===== config.mk =====
export PLATFORM = sky130hd
export DESIGN_NAME = register_formatter
export DESIGN_NICKNAME = d
export VERILOG_FILES = /design/src/rtl/register_formatter.sv
export SDC_FILE = /design/constraint.sdc
export NUM_CORES = 1
export LEC_CHECK = 0
export CAP_MARGIN = 15
export CORE_AREA = 5 5 57 59
export CTS_BUF_LIST = sky130_fd_sc_hd__clkbuf_8 sky130_fd_sc_hd__clkbuf_16
export CTS_CLUSTER_SIZE = 20
export DETAILED_ROUTE_END_ITERATION = 10
export DIE_AREA = 0 0 62 64
export HOLD_SLACK_MARGIN = 0.02
export PLACE_DENSITY_LB_ADDON = 0.12
export SETUP_SLACK_MARGIN = 0.02
export SYNTH_ARGS = -nofsm -noshare
export SYNTH_HDL_FRONTEND = slang
export SYNTH_SLANG_ARGS = --single-unit
export TNS_END_PERCENT = 10

===== constraint.sdc =====
create_clock -name clk_in -period 1.9 [get_ports clk_in]
set_input_delay 0.38 -clock clk_in [delete_from_list [all_inputs] [get_ports clk_in]]
set_output_delay 0.38 -clock clk_in [all_outputs]
set_load 0.03 [all_outputs]

===== src/rtl/register_formatter.sv =====
// Streams a register number as ASCII text ("r"/"R", decimal digits, optional delimiter)
// over a valid/ready character interface. Define REGISTER_FORMATTER_ZERO_PAD_EN to always emit two digits.
module register_formatter #(
    parameter int UPPERCASE_PREFIX = 0
) (
    input  logic       clk_in,
    input  logic       rst_in,
    input  logic       start_in,
    input  logic [4:0] register_in,
    input  logic [1:0] delim_in,
    output logic       ready_out,
    output logic [7:0] char_out,
    output logic       char_valid_out,
    input  logic       char_ready_in,
    output logic       done_out
);

    typedef enum logic [2:0] {IDLE, PREFIX, TENS, ONES, DELIM, DONE} state_t;

`ifdef REGISTER_FORMATTER_ZERO_PAD_EN
    localparam bit ZERO_PAD = 1'b1;
`else
    localparam bit ZERO_PAD = 1'b0;
`endif

    localparam logic [7:0] PREFIX_CHAR = (UPPERCASE_PREFIX != 0) ? 8'h52 : 8'h72;

    state_t     state;
    state_t     state_next;
    logic [1:0] delim_q;
    logic [1:0] tens_q;
    logic [3:0] ones_q;
    logic [1:0] tens_calc;
    logic [3:0] ones_calc;
    logic [7:0] char_next;

    always_comb begin
        tens_calc = 2'd0;
        ones_calc = 4'(register_in);
        if (register_in >= 5'd30) begin
            tens_calc = 2'd3;
            ones_calc = 4'(register_in - 5'd30);
        end else if (register_in >= 5'd20) begin
            tens_calc = 2'd2;
            ones_calc = 4'(register_in - 5'd20);
        end else if (register_in >= 5'd10) begin
            tens_calc = 2'd1;
            ones_calc = 4'(register_in - 5'd10);
        end
    end

    always_comb begin
        state_next = state;
        case (state)
            IDLE:    if (start_in) state_next = PREFIX;
            PREFIX:  if (char_ready_in) state_next = (ZERO_PAD || tens_q != 2'd0) ? TENS : ONES;
            TENS:    if (char_ready_in) state_next = ONES;
            ONES:    if (char_ready_in) state_next = (delim_q != 2'd0) ? DELIM : DONE;
            DELIM:   if (char_ready_in) state_next = DONE;
            DONE:    state_next = IDLE;
            default: state_next = IDLE;
        endcase
    end

    // Character for the state being entered; captured digits are already stable by the time they are needed.
    always_comb begin
        char_next = 8'h00;
        case (state_next)
            PREFIX: char_next = PREFIX_CHAR;
            TENS:   char_next = 8'h30 + {6'b0, tens_q};
            ONES:   char_next = 8'h30 + {4'b0, ones_q};
            DELIM: begin
                case (delim_q)
                    2'd1:    char_next = 8'h20;
                    2'd2:    char_next = 8'h2C;
                    2'd3:    char_next = 8'h0A;
                    default: char_next = 8'h00;
                endcase
            end
            default: char_next = 8'h00;
        endcase
    end

    always_ff @(posedge clk_in) begin
        if (rst_in) begin
            state          <= IDLE;
            ready_out      <= 1'b1;
            char_valid_out <= 1'b0;
            char_out       <= '0;
            done_out       <= 1'b0;
            delim_q        <= '0;
            tens_q         <= '0;
            ones_q         <= '0;
        end else begin
            state          <= state_next;
            ready_out      <= (state_next == IDLE);
            char_valid_out <= (state_next == PREFIX) || (state_next == TENS) ||
                              (state_next == ONES) || (state_next == DELIM);
            char_out       <= char_next;
            done_out       <= (state_next == DONE);
            if (state == IDLE && start_in) begin
                delim_q <= delim_in;
                tens_q  <= tens_calc;
                ones_q  <= ones_calc;
            end
        end
    end

endmodule

After elaboration in Yosys (flattened, before gate mapping). Index checks and enable logic that the tools add are counted. Widths: inputs -> output; s select.

$add $sub $neg: 5. $lt $le $gt $ge: 3. Eq/ne operators: 12. Mux-type cells: 16. Reduce and logical (&&, ||, !) cells: 8.

Operators with widths (count): $pmux 7 s4 (1); $pmux 6 s3 (1); $mux 3 (5); $pmux 3 s5 (1); $eq 3x2->1 const B (4); $mux 4 (3); $ge 5x5->1 const B (2); $eq 3x3->1 const B (3); $sub 4x4->4 const B (2); $add 6x2->7 const A (1); $add 6x4->7 const A (1); $eq 3x1->1 const B (2); $logic_not 3->1 (2); $ge 5x4->1 const B (1); $eq 2x2->1 const B (2); $mux 2 (2); $reduce_bool 2->1 (2); $sub 4x3->4 const B (1); $logic_or 1x1->1 (3); $mux 1 (3); $eq 2x1->1 const B (1); $logic_and 1x1->1 (1).

Bits in registers: 22. Input bits: 11. Output and inout port bits: 11. Word-level logic and storage cells: 52.

Logic depth before layout (Yosys ltp). Gate-level depths: netlist of run 1.

Depth in word-level cells: 8. Gate-level depth with buffers: 6. Depth with buffers taken out: 6.

Least setup slack after synthesis of run 1. OpenSTA, ideal clock, no wires.

Path kind: input -> register. Start: input register_in[1]. End: register ones_q[1]. Arrival time: 1.663 ns. Slack: 0.109 ns. Cell stages on the path: 6. Path buffers: 0. Path through: inv_1 -> ha_1 -> nor2b_1 -> o311ai_0 -> a2111oi_0 -> or3b_1.

Cells in the longest elaborated chain, start to end: 4. Elaborated cells on any way between the ends: 9.

Ends and longest elaborated chain: start, declared (line 9) `input logic [4:0] register_in,`; $sub 4x4->4 or $ge 5x4->1 (tied branches) (line 48, 46); $mux 4 (line 46) `end else if (register_in >= 5'd10) begin`; $mux 4 (line 43) `end else if (register_in >= 5'd20) begin`; $mux 4 * (line 40) `if (register_in >= 5'd30) begin`; end signal, assigned (line 104) `ones_q <= ones_calc;`; end, declared (line 32) `logic [3:0] ones_q;`.

Mark *: on every way between the ends. The rest lies on a longest branch, timed or not. A chain may end at the register's enable or synchronous reset.

Worst setup path in the final report of run 1.
Start: input register_in[1]. End: register ones_q[2].

Same word-level chain as after synthesis.

==> results of run 1 <==
flip-flops by register name, summed over array words and instances, names as in the netlist:
register,count
delim_q,2
ones_q,4
done_out,1
tens_q,2
state,3
char_valid_out,1
char_out,7
ready_out,1
cells by family (layout without fill, tap and decap cells):
group,Yosys count,count (layout),synth area share (%)
simple gates,53,53,24.1
compound gates,50,50,27.7
flops,21,21,31.3
buf+inv,20,67,6.70
fa+ha+maj,10,10,9.12
other cells,1,1,0.279
mux,1,1,0.745
cell usage in the layout (no fill, tap or decap), types with 4 or more instances in the layout:
cell type        synthesis  routed
buf_4                    1      34
dfxtp_1                 21      21
clkdlybuf4s50_1          0      15
nand2_1                 13      13
a21oi_1                 11      11
inv_1                    9       8
ha_1                     9       8
nor2_1                   7       7
nand3_1                  5       5
nand3b_1                 4       4
stage by stage:
step           setup WS (ns)  area (um^2)  hold slack [ns]
2_1_floorplan          0.109         1340            0.435
3_3_place_gp          -0.483         1780            0.453
3_5_place_dp          -0.565         1780            0.458
4_1_cts              0.00125         1820            0.471
5_1_grt               0.0293         1830            0.501
6_report               0.136         1830            0.464
worst min-delay path by stage:
stage | start | endpoint | slack [ns] | cells past startpoint
4_1_cts | ones_q[0] | ones_q[0] | 0.47 | 2
2_1_floorplan | ones_q[0] | char_out[0] | 0.43 | 2
3_5_place_dp | ones_q[0] | ones_q[0] | 0.46 | 2
5_1_grt | ones_q[0] | ones_q[0] | 0.50 | 2
6_report | ones_q[0] | ones_q[0] | 0.46 | 2
3_3_place_gp | ones_q[0] | ones_q[0] | 0.45 | 2
where the power goes:
| group | switching, W | leakage, nW | total, W | internal (W) |
|---|---|---|---|---|
| registers | 0.0000230 | 0.173 | 0.000508 | 0.000485 |
| clock network | 0.000152 | 0.0255 | 0.000298 | 0.000146 |
| logic | 0.000244 | 0.586 | 0.000463 | 0.000219 |
| total | 0.000420 | 0.784 | 0.00127 | 0.000850 |
critical path, delay by kind of cell:
kind	cells	cell delay (ns)
and+or+nand+nor	2	0.57
AOI/OAI and AO/OA	2	0.51
adders and majority gates	1	0.20
buffers and inverters	1	0.28
routing by layer:
layer | vias up | part of all wire, %
met5 | - | 0
met4 | 0 | 2.0
met3 | 6 | 5.1
met2 | 35 | 51
met1 | 628 | 41
li1 | 675 | -
layout make-up:
class	instances	area, um^2
Tap cell	31	38.8
Clock buffer	3	41.3
Multi-Input combinational cell	115	836
Sequential cell	21	420
Inverter	9	33.8
Timing Repair Buffer	54	453
Fill cell	233	835
Clock inverter	1	5.00
what timing repair did:
action                     4_1_cts  5_1_grt
pin swaps                        0        2
resized for setup                4        6
setup buffers                    0        0
gates cloned                     0        0
setup endpoints to repair        4        5
==> impl_metrics.env, run 1 <==
export IMPL_post_route_util_pct=68.7
export IMPL_use_met3_pct=2.82
export IMPL_clock_skew_ns=0.00454
export IMPL_setup_tns_final_ns=0
export IMPL_drc_errors=0
export IMPL_drive_gt1_share_pct=24.6
export IMPL_hp_class="register to register"
export IMPL_dr_pass1_iters=4
export IMPL_synth_most_common_cell="dfxtp_1"
export IMPL_hold_violations=0
export IMPL_instances_no_fill=234
export IMPL_syn_area_um2=1340
export IMPL_row_count=19
export IMPL_totalWireLength_mm=3.41
export IMPL_initial_utilization_pct=50.5
export IMPL_status="finished clean"
export IMPL_grt_busiest_layer="met2"
export IMPL_pin_count=22
export IMPL_path_cells="dlygate4sd2_1 -> ha_1 -> and3b_1 -> or3_4 -> a221o_1 -> a311oi_2"
export IMPL_cp_endpoint="ones_q[2]"
export IMPL_viasPerCell=5.74
export IMPL_synth_seq_cells=21
export IMPL_synth_edf_count=0
export IMPL_syn2layout_area_growth_pct=36.0
export IMPL_async_flop_share_pct=0
export IMPL_dpl_cell_count=230
export IMPL_synth_fp_nets=176
export IMPL_setup_viol=0
export IMPL_critical_path_class="primary input to register"
export IMPL_cts_tree="done"
export IMPL_crit_slowest_cell="or3_4"
export IMPL_synth_avg_cell_area_um2=8.61
export IMPL_ys_seq_area_share_pct=31.3
export IMPL_worstPathMaxFanout=4
export IMPL_synth_top_cells_by_count="dfxtp_1 (21), nand2_1 (13), a21oi_1 (11), ha_1 (9), inv_1 (9)"
export IMPL_ant_nets=0
export IMPL_grt_setup_unrepaired="no"
export IMPL_powerDensity_nw_per_um2=695
export IMPL_ir_drop_mv=0.435
export IMPL_start_kind="primary input"
export IMPL_ff2ff_path_depth=6
export IMPL_power_total_w=0.00127
export IMPL_die_area_um2=3970
export IMPL_gp_congestion=0.868
export IMPL_r2r_end="char_out[1]"
export IMPL_final_nets=224
export IMPL_yosys_most_used_dff="dfxtp_1"
export IMPL_htree_num_levels=1
export IMPL_fmax_mhz=567
export IMPL_slew_violations=0
export IMPL_yosys_top_cells_area="dfxtp_1 (31%), ha_1 (8.4%), a21oi_1 (4.1%), nand2_1 (3.6%), inv_1 (2.5%)"
export IMPL_drtIter0Drc=43
export IMPL_detail_route_wl_per_cell_um=14.6
export IMPL_cp_slowest_stage_delay_ns=0.38
export IMPL_insertion_delay_ns=0.26
export IMPL_antenna_found_initial=0
export IMPL_dr_total_vias=1344
export IMPL_coreArea_um2=2660
export IMPL_portBuffers=20
export IMPL_dp_hpwl_mm=2.71
export IMPL_yosysUniqueCellTypes=59
export IMPL_cts_buffers=3
export IMPL_drv_cap=0
export IMPL_required_ns=2.08
export IMPL_die_h_um=64
export IMPL_clock_root_buffer="clkbuf_8"
export IMPL_clockBufferDepth=2
export IMPL_fp_dieW_um=62
export IMPL_clock_sinks=21
export IMPL_post_route_min_period_ns=1.76
export IMPL_startpoint="register_in[1]"
export IMPL_crit_arrival_ns=1.94
export IMPL_timing_rr_start="delim_q[0]"
export IMPL_diodes=0
export IMPL_grt_pass1_wl_mm=5.82
export IMPL_met2_usage_pct=30.8
export IMPL_reg2reg_setup_slack_ns=0.25
export IMPL_gr_usage_met1_pct=23.8
export IMPL_grt_use_total_pct=18.4
export IMPL_yosysTopAreaCellShare_pct=31.3
export IMPL_grt_pass1_vias=1338
export IMPL_timing_critical_path_to_type="register"
export IMPL_p_leak_nw=0.784
export IMPL_overflow=0
export IMPL_synth_warnings=0
export IMPL_holdBufCountCts=0
export IMPL_grt_max_degree=16
export IMPL_synthCells=156
export IMPL_yosysTopAreaCell="dfxtp_1"
export IMPL_clk_pin_slew_ns=0.08
export IMPL_period_share_pct=92.8
No activity file was read; power rests on OpenSTA's default activity.
==> run 2: changes to the inputs <==
CTS_CLUSTER_DIAMETER = 80   (was not set)
==> results of run 2 <==
Final layout, timing and power as in run 1 (identical DEF).
==> run 3: changes to the inputs <==
SETUP_SLACK_MARGIN = 0.1   (was 0.02)
==> run 3 against run 2 <==
  * Register-to-register slack improved by 0.03 ns
  * Clock power barely moved
  * Worst setup slack improved by 0.027 ns
  * Non-clock buffer count did not move
  * Count of clock-buffer cells in the layout did not move
  * Worst hold slack improved by 0.0010 ns
  * Via count fell by 0.45%
  * Clock skew barely moved
  * Combinational power barely moved
  * Utilization fell by 0.28 points
  * Cell area fell by 0.41%
  * Sequential share of layout area rose by 0.095 points
  * Largest power group unchanged
==> impl_metrics.env, run 3 (synthesis gave the netlist of run 1 again) <==
export IMPL_grt_setup_unrepaired="yes"
export IMPL_setup_tns_final_ns=0
export IMPL_post_route_util_pct=68.4
export IMPL_internal_power_w=0.000850
export IMPL_switchingPower_w=0.000421
export IMPL_path_cells="clkdlybuf4s50_1 -> a21boi_0 -> o311ai_1 -> buf_4 -> nand3_1 -> or3b_1"
export IMPL_layout_commonest_cell="buf_4"
export IMPL_clock_skew_ns=0.00411
export IMPL_timing_rr_start="delim_q[0]"
export IMPL_dp_hpwl_mm=2.71
export IMPL_top_regs="char_out (7), ones_q (4), state (3)"
export IMPL_p_leak_nw=0.776
export IMPL_drtIter0Drc=42
export IMPL_p_clk_share_pct=23.4
export IMPL_setup_viol=0
export IMPL_viasPerCell=5.72
export IMPL_post_route_min_period_ns=1.74
export IMPL_clockBufferDepth=2
export IMPL_seqPwrFrac_pct=40.0
export IMPL_clock_root_buffer="clkbuf_8"
export IMPL_reg2reg_setup_slack_ns=0.28
export IMPL_coreArea_um2=2660
export IMPL_clk_pin_slew_ns=0.08
export IMPL_ff2ff_path_depth=6
export IMPL_htree_num_levels=1
export IMPL_diodes=0
export IMPL_min_delay_path_depth=2
export IMPL_mostFrequentLayoutCells="buf_4 (34), dfxtp_1 (21), clkdlybuf4s50_1 (15), nand2_1 (13), a21oi_1 (11)"
export IMPL_instances_no_fill=234
export IMPL_drive_gt1_share_pct=25.1
export IMPL_antenna_found_initial=0
export IMPL_grt_pass1_wl_mm=5.87
export IMPL_timing_critical_path_to_type="register"
export IMPL_die_h_um=64
export IMPL_grt_max_degree=16
export IMPL_dr_pass1_iters=4
export IMPL_cts_buffers=3
export IMPL_r2r_end="char_out[0]"
export IMPL_hp_start="ones_q[0]"
export IMPL_initial_utilization_pct=50.5
export IMPL_critical_path_class="primary input to register"
export IMPL_worstPathMaxFanout=2
export IMPL_die_area_um2=3970
export IMPL_grt_pass1_vias=1343
export IMPL_largest_register="char_out"
export IMPL_gp_congestion=0.868
export IMPL_combinationalPowerShare_pct=36.6
export IMPL_grt_use_total_pct=18.6
export IMPL_cts_tree="done"
export IMPL_clock_sinks=21
export IMPL_ant_nets=0
export IMPL_final_nets=224
export IMPL_pin_count=22
export IMPL_largest_register_ffs=7
export IMPL_row_count=19
export IMPL_cp_slowest_stage_delay_ns=0.47
export IMPL_syn2layout_area_growth_pct=35.5
export IMPL_totalWireLength_mm=3.44
export IMPL_cts_setup_buffers=0
export IMPL_portBuffers=20
export IMPL_hold_violations=0
export IMPL_crit_slowest_cell="clkdlybuf4s50_1"
export IMPL_fp_dieW_um=62
export IMPL_detail_route_wl_per_cell_um=14.7
export IMPL_powerDensity_nw_per_um2=698
export IMPL_worstHoldEndpoint="ones_q[0]"
export IMPL_dpl_cell_count=230
export IMPL_ir_drop_mv=0.435
export IMPL_start_kind="primary input"
export IMPL_drv_cap=0
export IMPL_crit_arrival_ns=1.88
export IMPL_status="finished clean"
export IMPL_hp_class="register to register"
export IMPL_slew_violations=0
export IMPL_p_sw_share_pct=33.1
export IMPL_drc_errors=0
export IMPL_required_ns=2.05
export IMPL_overflow=0
export IMPL_dr_total_vias=1338
export IMPL_fmax_mhz=576
export IMPL_insertion_delay_ns=0.26
export IMPL_period_share_pct=91.4
run 3: per-layer routing:
metal	routed length (um)	vias to the layer above	track usage, %	share of wire, %
met4	86	0	6.37	2.5
met3	147	8	2.62	4.3
met2	1740	30	30.8	51
met1	1460	630	23.9	43
met5	0	-	0	0
li1	-	670	-	-
run 3: layout make-up:
class	count	area (um^2)
inverter	9	33.8
tap	31	38.8
clock inverter	1	5.00
clock buffer	3	41.3
timing repair buffer	54	445
multi-input combinational	115	836
sequential	21	420
fill	237	842
run 3: power groups by stage:
stage          clock [W]  sequential, W  combinational, W
2_1_floorplan          0       0.000559          0.000221
3_3_place_gp           0       0.000518          0.000452
3_5_place_dp           0       0.000520          0.000463
4_1_cts         0.000303       0.000509          0.000464
5_1_grt         0.000322       0.000515          0.000505
6_report        0.000297       0.000508          0.000465
run 3: how the worst max path moves through the flow:
stage	startpoint	to	slack (ns)
4_1_cts	char_ready_in	char_valid_out	0.11
5_1_grt	register_in[4]	ones_q[2]	0.09
3_5_place_dp	register_in[1]	ones_q[1]	-0.57
2_1_floorplan	register_in[1]	ones_q[1]	0.11
3_3_place_gp	register_in[2]	ones_q[2]	-0.48
6_report	register_in[4]	ones_q[1]	0.16
run 3: critical path: cells and delay by family:
family | cells | cell delay, ns
AND/OR/NAND/NOR | 2 | 0.39
buffers and inverters | 2 | 0.64
AO/OA/AOI/OAI | 2 | 0.47
run 3: what timing repair did:
action / in CTS / in global routing
hold buffers: 0 / 0
pin swaps: 1 / 2
resized for setup: 10 / 4
setup endpoints to repair: 4 / 7
run 3: per-stage QoR:
stage	setup slack [ns]	area, um^2	hold slack [ns]	power [W]
floorplan	0.109	1340	0.435	0.000780
global placement	-0.483	1780	0.453	0.000970
detailed placement	-0.565	1780	0.458	0.000983
CTS	0.113	1830	0.471	0.00128
global route	0.0919	1820	0.501	0.00134
finish	0.163	1820	0.465	0.00127
